<file path="config.mk">
export PLATFORM = sky130hd
export DESIGN_NAME = line_buffer_sequencer
export DESIGN_NICKNAME = d
export VERILOG_FILES = /design/src/rtl/line_buffer_sequencer.sv
export SDC_FILE = /design/constraint.sdc
export NUM_CORES = 1
export LEC_CHECK = 0
export BUFFER_PORTS_ARGS = -buffer_cell sky130_fd_sc_hd__buf_2
export CORE_MARGIN = 2
export CORE_UTILIZATION = 25
export DETAILED_ROUTE_END_ITERATION = 8
export HOLD_SLACK_MARGIN = 0.15
export SLEW_MARGIN = 20
export SYNTH_ARGS = -nofsm -noshare
export SYNTH_HDL_FRONTEND = slang
export SYNTH_SLANG_ARGS = --single-unit
</file>
<file path="constraint.sdc">
create_clock -name clk -period 3.59 [get_ports clk]
set_input_delay 0.5385 -clock clk [delete_from_list [all_inputs] [get_ports clk]]
set_output_delay 0.5385 -clock clk [all_outputs]
set_load 0.1 [all_outputs]
</file>
<file path="src/rtl/line_buffer_sequencer.sv">
// line_buffer_sequencer
// Sequences the BRAM line-buffer delay lines of the streaming pixel pipeline.
// It measures the active line width, drives the delay-line ce/rst/h_size and
// tracks pixel coordinates. It also flags when a full WIN x WIN context window
// around the delayed pixel lies inside the frame.
// All outputs are registered, one cycle after the in_de/in_vsync sample they describe.
// Optional build macro FRAME_STATS_EN adds v_size (lines in the previous frame)
// and frame_cnt (vsync rises seen, wrapping) outputs.
//
// state     | meaning
// ----------+-------------------------------------------------------------
// S_IDLE    | after reset, delay lines held off until the first vsync rise
// S_MEASURE | measuring a line width; a line of at least WIN+2 pixels locks
// S_RUN     | width locked, every line compared against dl_h_size
module line_buffer_sequencer #(
    parameter int H_W = 11,
    parameter int V_W = 11,
    parameter int WIN = 3
) (
    input  logic           clk,
    input  logic           rst,
    input  logic           in_de,
    input  logic           in_vsync,
    output logic           dl_ce,
    output logic           dl_rst,
    output logic [H_W-1:0] dl_h_size,
    output logic [H_W-1:0] x_pos,
    output logic [V_W-1:0] y_pos,
    output logic           ctx_valid,
    output logic           locked,
    output logic           err
`ifdef FRAME_STATS_EN
    ,
    output logic [V_W-1:0] v_size,
    output logic [15:0]    frame_cnt
`endif
);

    typedef enum logic [1:0] {
        S_IDLE    = 2'd0,
        S_MEASURE = 2'd1,
        S_RUN     = 2'd2
    } state_t;

    localparam logic [H_W-1:0] X_MAX = {H_W{1'b1}};
    localparam logic [V_W-1:0] Y_MAX = {V_W{1'b1}};
    localparam logic [H_W-1:0] MIN_W = H_W'(WIN + 2);
    localparam logic [H_W-1:0] CTX_X = H_W'(WIN - 1);
    localparam logic [V_W-1:0] CTX_Y = V_W'(WIN - 1);

    state_t         state_q, state_d;
    logic           de_q, vs_q;
    logic           skip_q, skip_d;
    logic [H_W-1:0] x_q, x_d;
    logic [V_W-1:0] y_q, y_d;
    logic [H_W-1:0] hsize_q, hsize_d;
    logic           err_q, err_d;
    logic           ce_q, ce_d;
    logic           dlrst_q, dlrst_d;
    logic           locked_q, locked_d;
    logic           ctx_q, ctx_d;

    logic           vs_rise;
    logic           de_fall;
    logic [H_W-1:0] width;

    assign vs_rise = in_vsync & ~vs_q;
    assign de_fall = ~in_de & de_q;
    // x_q holds the column of the last pixel when de falls; saturate so an
    // overlong line cannot wrap into a small, plausible width.
    assign width   = (x_q == X_MAX) ? X_MAX : x_q + H_W'(1);

    // Next-state logic: vsync rise has priority over any line event.
    always_comb begin
        state_d = state_q;
        x_d     = x_q;
        y_d     = y_q;
        hsize_d = hsize_q;
        err_d   = err_q;
        skip_d  = skip_q;

        if (vs_rise) begin
            state_d = S_MEASURE;
            x_d     = '0;
            y_d     = '0;
            err_d   = 1'b0;
            // vsync in the middle of a line: the remainder is not a real line
            skip_d  = in_de;
        end else if (state_q != S_IDLE) begin
            if (de_fall) begin
                x_d    = '0;
                skip_d = 1'b0;
                if (!skip_q) begin
                    if (y_q != Y_MAX) begin
                        y_d = y_q + V_W'(1);
                    end
                    case (state_q)
                        S_MEASURE: begin
                            if (width < MIN_W) begin
                                err_d = 1'b1;
                            end else begin
                                hsize_d = width;
                                state_d = S_RUN;
                            end
                        end
                        S_RUN: begin
                            if (width != hsize_q) begin
                                err_d   = 1'b1;
                                state_d = S_MEASURE;
                            end
                        end
                        default: ;
                    endcase
                end
            end else if (in_de) begin
                if (!de_q) begin
                    x_d = '0;
                end else if (x_q != X_MAX) begin
                    x_d = x_q + H_W'(1);
                end
                if (de_q && (x_q >= X_MAX - H_W'(1))) begin
                    err_d = 1'b1;
                end
            end
        end

        ce_d     = (state_d != S_IDLE) & in_de;
        // delay-line reset covers the first enabled cycle of the frame
        dlrst_d  = vs_rise ? 1'b1 : (ce_q ? 1'b0 : dlrst_q);
        locked_d = (state_d == S_RUN);
        ctx_d    = locked_d & ce_d & (x_d >= CTX_X) & (y_d >= CTX_Y);
    end

    // State and output registers.
    always_ff @(posedge clk) begin
        if (rst) begin
            state_q  <= S_IDLE;
            de_q     <= 1'b0;
            vs_q     <= 1'b0;
            skip_q   <= 1'b0;
            x_q      <= '0;
            y_q      <= '0;
            hsize_q  <= '0;
            err_q    <= 1'b0;
            ce_q     <= 1'b0;
            dlrst_q  <= 1'b1;
            locked_q <= 1'b0;
            ctx_q    <= 1'b0;
        end else begin
            state_q  <= state_d;
            de_q     <= in_de;
            vs_q     <= in_vsync;
            skip_q   <= skip_d;
            x_q      <= x_d;
            y_q      <= y_d;
            hsize_q  <= hsize_d;
            err_q    <= err_d;
            ce_q     <= ce_d;
            dlrst_q  <= dlrst_d;
            locked_q <= locked_d;
            ctx_q    <= ctx_d;
        end
    end

    assign dl_ce     = ce_q;
    assign dl_rst    = dlrst_q;
    assign dl_h_size = hsize_q;
    assign x_pos     = x_q;
    assign y_pos     = y_q;
    assign ctx_valid = ctx_q;
    assign locked    = locked_q;
    assign err       = err_q;

`ifdef FRAME_STATS_EN
    logic [V_W-1:0] v_size_q;
    logic [15:0]    frame_cnt_q;

    // Per-frame statistics captured at each vsync rise.
    always_ff @(posedge clk) begin
        if (rst) begin
            v_size_q    <= '0;
            frame_cnt_q <= '0;
        end else if (vs_rise) begin
            v_size_q    <= y_q;
            frame_cnt_q <= frame_cnt_q + 16'd1;
        end
    end

    assign v_size    = v_size_q;
    assign frame_cnt = frame_cnt_q;
`endif

endmodule

</file>
# ---- Word level (Yosys, flattened, before mapping)
# Index checks and enable logic that the tools add are counted.
dict set report classes {
  addsub 2
  n_mul 0
  n_div 0
  n_lt_le_gt_ge 4
  eq_ne 11
  shift 0
  muxes 29
  bitwise 11
  reduce_logical 11
}
# op count
set ops {}
lappend ops {{$mux W11} 12}
lappend ops {{$add A11 B1 Y11 const B} 2}
lappend ops {{$ge A11 B2 Y1 const B} 2}
lappend ops {{$ne A11 B11 Y1 const B} 2}
lappend ops {{$mux W2} 6}
lappend ops {{$reduce_bool A2 Y1} 6}
lappend ops {{$eq A11 B11 Y1 const B} 1}
lappend ops {{$ge A11 B11 Y1 const B} 1}
lappend ops {{$lt A11 B3 Y1 const B} 1}
lappend ops {{$ne A11 B11 Y1} 1}
lappend ops {{$mux W1} 9}
lappend ops {{$reduce_and A7 Y1} 1}
lappend ops {{$and A1 B1 Y1} 6}
lappend ops {{$ne A3 B3 Y1 const B} 2}
lappend ops {{$reduce_and A6 Y1} 1}
lappend ops {{$not A1 Y1} 5}
lappend ops {{$eq A2 B2 Y1 const B} 2}
lappend ops {{$pmux W2 S2} 1}
lappend ops {{$ne A3 B1 Y1 const B} 1}
lappend ops {{$eq A2 B1 Y1 const B} 1}
lappend ops {{$ne A2 B2 Y1 const B} 1}
lappend ops {{$pmux W1 S2} 1}
lappend ops {{$reduce_and A2 Y1} 1}
lappend ops {{$reduce_or A2 Y1} 1}
lappend ops {{$logic_and A1 B1 Y1} 1}
dict set report totals {
  reg_bits 43
  latchBits 0
  ramBits 0
  mem_bits_ro 0
  in_bits 4
  memories 0
}

# ---- Depth between registers and ports, before layout
dict set report logic_depth {
  word_depth 14
  mapped_depth 15
  ltp_nobuf 12
}

# ---- Worst setup path before layout
# No wires, ideal clock.
dict set report synth_timing {
  path_kind {reg-to-reg}
  from {register x_q[1], in the netlist x_pos[1]}
  to {register hsize_q[9], in the netlist dl_h_size[9]}
  setup_time_ns 0.128
  t_arrival_ns 3.737
  required_ns 3.462
  setup_slack_ns -0.274
  path_stages_with_launch 16
  n_path_buf 3
  period_less_slack_ns 3.864
  cell_sequence {dfxtp_1 ha_1 buf_2 nand4_2 nor3_4 inv_4 ha_1 a21oi_1 or3b_1 nor4_1 and4_4 or4b_4 buf_6 buf_6 mux2i_1 nor2_1}
}
dict set report synth_between {
  elab_chain_cells 5
}
# item line_no
set synth_lines {}
lappend synth_lines {{from (decl)} 54} ;# logic [H_W-1:0] x_q, x_d;
lappend synth_lines {{from (signal assigned)} 141} ;# x_q <= '0;
lappend synth_lines {{from (signal assigned)} 154} ;# x_q <= x_d;
lappend synth_lines {{$add A11 B1 Y11 or $eq A11 B11 Y1 (tied branches)} 71} ;# assign width = (x_q == X_MAX) ? X_MAX : x_q + H_W'(1);
lappend synth_lines {{$mux W11 *} 71}
lappend synth_lines {{$lt A11 B3 Y1} 99} ;# if (width < MIN_W) begin
lappend synth_lines {{$not A1 Y1 (no source line)} --}
lappend synth_lines {{$reduce_and A6 Y1 (no source line)} --}
lappend synth_lines {{to (signal assigned)} 156} ;# hsize_q <= hsize_d;
lappend synth_lines {{to (decl)} 56} ;# logic [H_W-1:0] hsize_q, hsize_d;
# Mark *: on every way between the ends. The rest lies on a longest branch, timed or not.
# A chain may end at the register's enable or synchronous reset.

# ---- Worst setup path after layout
dict set report layout_timing {
  from {register x_q[1], in the netlist x_pos[1]}
  to {register hsize_q[8], in the netlist dl_h_size[8]}
}
# Same word-level chain as after synthesis.

==> reports/results.tsv <==
stage	metric	value	unit
timing	Slew Limit Headroom	47.40	%
logic_synthesis	Mapped Area	2849	um^2
worst_setup_path	CP Data Arrival Time	3.62	ns
global_routing	gr ovfl total	0	
global_routing	antenna violations before repair	0	
timing	Slew Viols, Final	0	
drt	Vias/cell	5.345	
worst_setup_path	crit end category	register	
die	Ports	42	
cts	CTS Sinks	43	
logic_synthesis	#FFs+latches synth	43	
drt	total number of vias	2849	
power_and_ir_drop	VDD IR max	0.0001717	V
die	row cnt	38	
cts	worst skew pair latency	0.29	ns
die	Die Height	110.8	um
power_and_ir_drop	Tot Pwr	1.079	mW
timing	Period minus WS final	3.397	ns
worst_setup_path	CP Max Fanout	20	
worst_setup_path	Critical Path, Cell by Cell	ha_1 > nand4_2 > nor3_4 > inv_4 > ha_1 > a21oi_1 > or3b_1 > nor4_1 > and4_4 > or4b_4 > or3b_1 > a21oi_2	
logic_synthesis	FFs w/ async S/R, synth	0	%
die	die extent in x	110.8	um
worst_setup_path	Critical Path Start	x_pos[1]	
logic_synthesis	YS warnings	0	
global_routing	total routing usage reported by global routing	13.68	%
power_and_ir_drop	Leak	1.248	nW
layout	Nets	405	
logic_synthesis	net count after synthesis	375	
drt	antenna viol nets, final	0	
cts	Reg clk slew, reported paths	0.07	ns
logic_synthesis	Cells after Synth	363	
logic_synthesis	Yosys top cell by area	dfxtp_1	
cts	Bufs on Longest Clock Path	2	
timing	setup TNS	0	ns
logic_synthesis	Yosys cell types	71	
worst_hold_path	Hold Path Class	register to register	
cts	cts repair resizes	0	
global_routing	busiest layer in global routing	met2	
worst_setup_path	Critical Path RT	3.81	ns
timing	Setup Viol. Count Final	0	
timing	Final Hold Viols	0	
die	core area	10980	um^2
cts	CTS tree	done	
status	outcome	finished clean	
worst_setup_path	Worst Setup Path Type	register to register	
power_and_ir_drop	PD cells	326.0	nW/um^2
logic_synthesis	count leader, synth	dfxtp_1	
die	die area	12270	um^2
cts	H-tree levels	2	
layout	Area Growth Syn to Fin	16.21	%
worst_setup_path	FF-to-FF Start	x_pos[1]	
timing	final cycle utilization of the critical path	94.63	%
logic_synthesis	top cells by area, synth	dfxtp_1 30%, nand2_1 4.7%, a21oi_1 4.6%, nor2_1 4.2%, ha_1 3.5%	
global_routing	global routing usage on met3	3.062	%
timing	fmax	0.2944	GHz
cts	cts bufs inserted	5	
logic_synthesis	Avg Inst Size Synth	7.848	um^2
drt	starting DRC count in detailed routing	192	
timing	Worst-Margin Slew	0.7823	ns
timing	RSZ-0062 raised after global routing	false	
layout	layout cells sized above 1	20.36	%
worst_setup_path	CP peak stage delay	0.63	ns
placement	PortBufs	41	
flow_run	max-cap viol count	0	
drt	First-pass DRT Iterations	6	
layout	n_diodes	0	
global_routing	largest net degree at the start of global routing	31	
drt	Post-route DRC	0	
layout	fin util	30.14	%
cts	CTS Hold Buffers Added	0	
logic_synthesis	register area share after synthesis	30.22	%
worst_setup_path	CP max stage cell	or4b_4	
die	Initial Util	25.94	%
drt	mean routed wirelength per cell	15.74	um
logic_synthesis	ys flop type	dfxtp_1	
cts	CTS Root Cell	clkbuf_16	
worst_hold_path	hold_sp	dl_ce	
logic_synthesis	top post-synthesis cells by count	43 x dfxtp_1, 36 x nand2_1, 32 x nor2_1	
timing	Worst Skew	0.005973	ns
global_routing	number of global-route vias before repair	2794	
logic_synthesis	share of the synthesized area in the top cell type	30.22	%
global_routing	first-pass GRT wire length	14070	um
logic_synthesis	number of synthesized flops with an enable pin	0	
layout	Non-Filler Instances	533	
worst_setup_path	CP startpoint kind	register	
placement	GPL Wtd Cong	0.9594	
global_routing	M1 GR Usage	18.13	%
placement	Post-Place Cells	526	
placement	HPWL Detailed	6152	um
drt	routed wire length	8388	um
cts	setup bufs post-CTS	0	
global_routing	met2 Use GR	21.96	%
==> layout make-up <==
| type | instances | area [um^2] |
|---|---|---|
| Multi-Input combinational cell | 286 | 1821 |
| Clock inverter | 2 | 37.54 |
| Clock buffer | 5 | 125.1 |
| Timing Repair Buffer | 44 | 227.7 |
| Tap cell | 140 | 175.2 |
| Fill cell | 1167 | 7672 |
| Inverter | 13 | 51.30 |
| Sequential cell | 43 | 873.3 |
==> cell families after synthesis <==
kind of cell | synth area share (%)
DFF | 30.22
buffers and inverters | 5.885
muxes | 1.405
xor gates and xnor gates | 3.997
AOI/OAI and AO/OA | 23.10
adders and majority gates | 3.514
and+or+nand+nor | 31.88
==> power by group <==
group / internal [mW] / switching (mW) / leakage [nW]
sequential: 0.482 / 0.00551 / 0.353
combinational: 0.0171 / 0.0536 / 0.819
clock: 0.324 / 0.197 / 0.0759
total: 0.823 / 0.256 / 1.25
==> final timing paths <==
check	to	slack, ns	cells after the start
worst min-delay path	dl_rst	0.43	1
worst max-delay path	dl_h_size[8]	0.19	12
worst max register to register	dl_h_size[8]	0.19	12
worst min register to register	dl_rst	0.43	1
==> registers in the layout (all words and copies together) (netlist names) <==
signal and cells:
dl_h_size 11, y_pos 11, ctx_valid 1, state_q 2
de_q 1, x_pos 11, locked 1, vs_q 1
skip_q 1, dl_ce 1, dl_rst 1, err 1
==> critical path, delay by kind of cell, from the launching register on <==
family,cells,cell delay [ns]
simple gates,7,1.91
fa+ha+maj,2,0.64
flops,1,0.41
compound gates,2,0.28
buf+inv,1,0.09
==> layer usage <==
| layer | vias to the layer above | wire, um |
|---|---|---|
| li1 | 1401 | - |
| met1 | 1305 | 3852 |
| met2 | 123 | 3732 |
| met3 | 20 | 631 |
| met4 | 0 | 171 |
| met5 | - | 0 |
==> per-stage QoR <==
stage	setup WS, ns	instance area [um^2]	hold WS, ns
floorplan	0.05676	2861	0.5405
global placement	0.3779	3148	0.4152
detailed placement	0.2908	3148	0.4282
CTS	0.2503	3311	0.4375
global route	0.04963	3311	0.4606
finish	0.1929	3311	0.4292
==> cell usage in the layout (no fill, tap or decap), types with 5 or more instances in the layout <==
cell / instances
buf_2: 41
and3_1: 6
nor2_1: 32
nand3_1: 13
nand2b_1: 7
dfxtp_2: 10
a31oi_1: 9
nor3_1: 20
a21o_1: 6
dfxtp_1: 33
nand4_1: 5
nand2_1: 36
xor2_1: 6
inv_1: 12
clkbuf_16: 5
nor4_1: 7
a21oi_1: 26
ha_1: 8
nor2b_1: 7
xnor2_1: 7
o21ai_0: 19
Note: power is estimated with default switching activity, not from simulation.
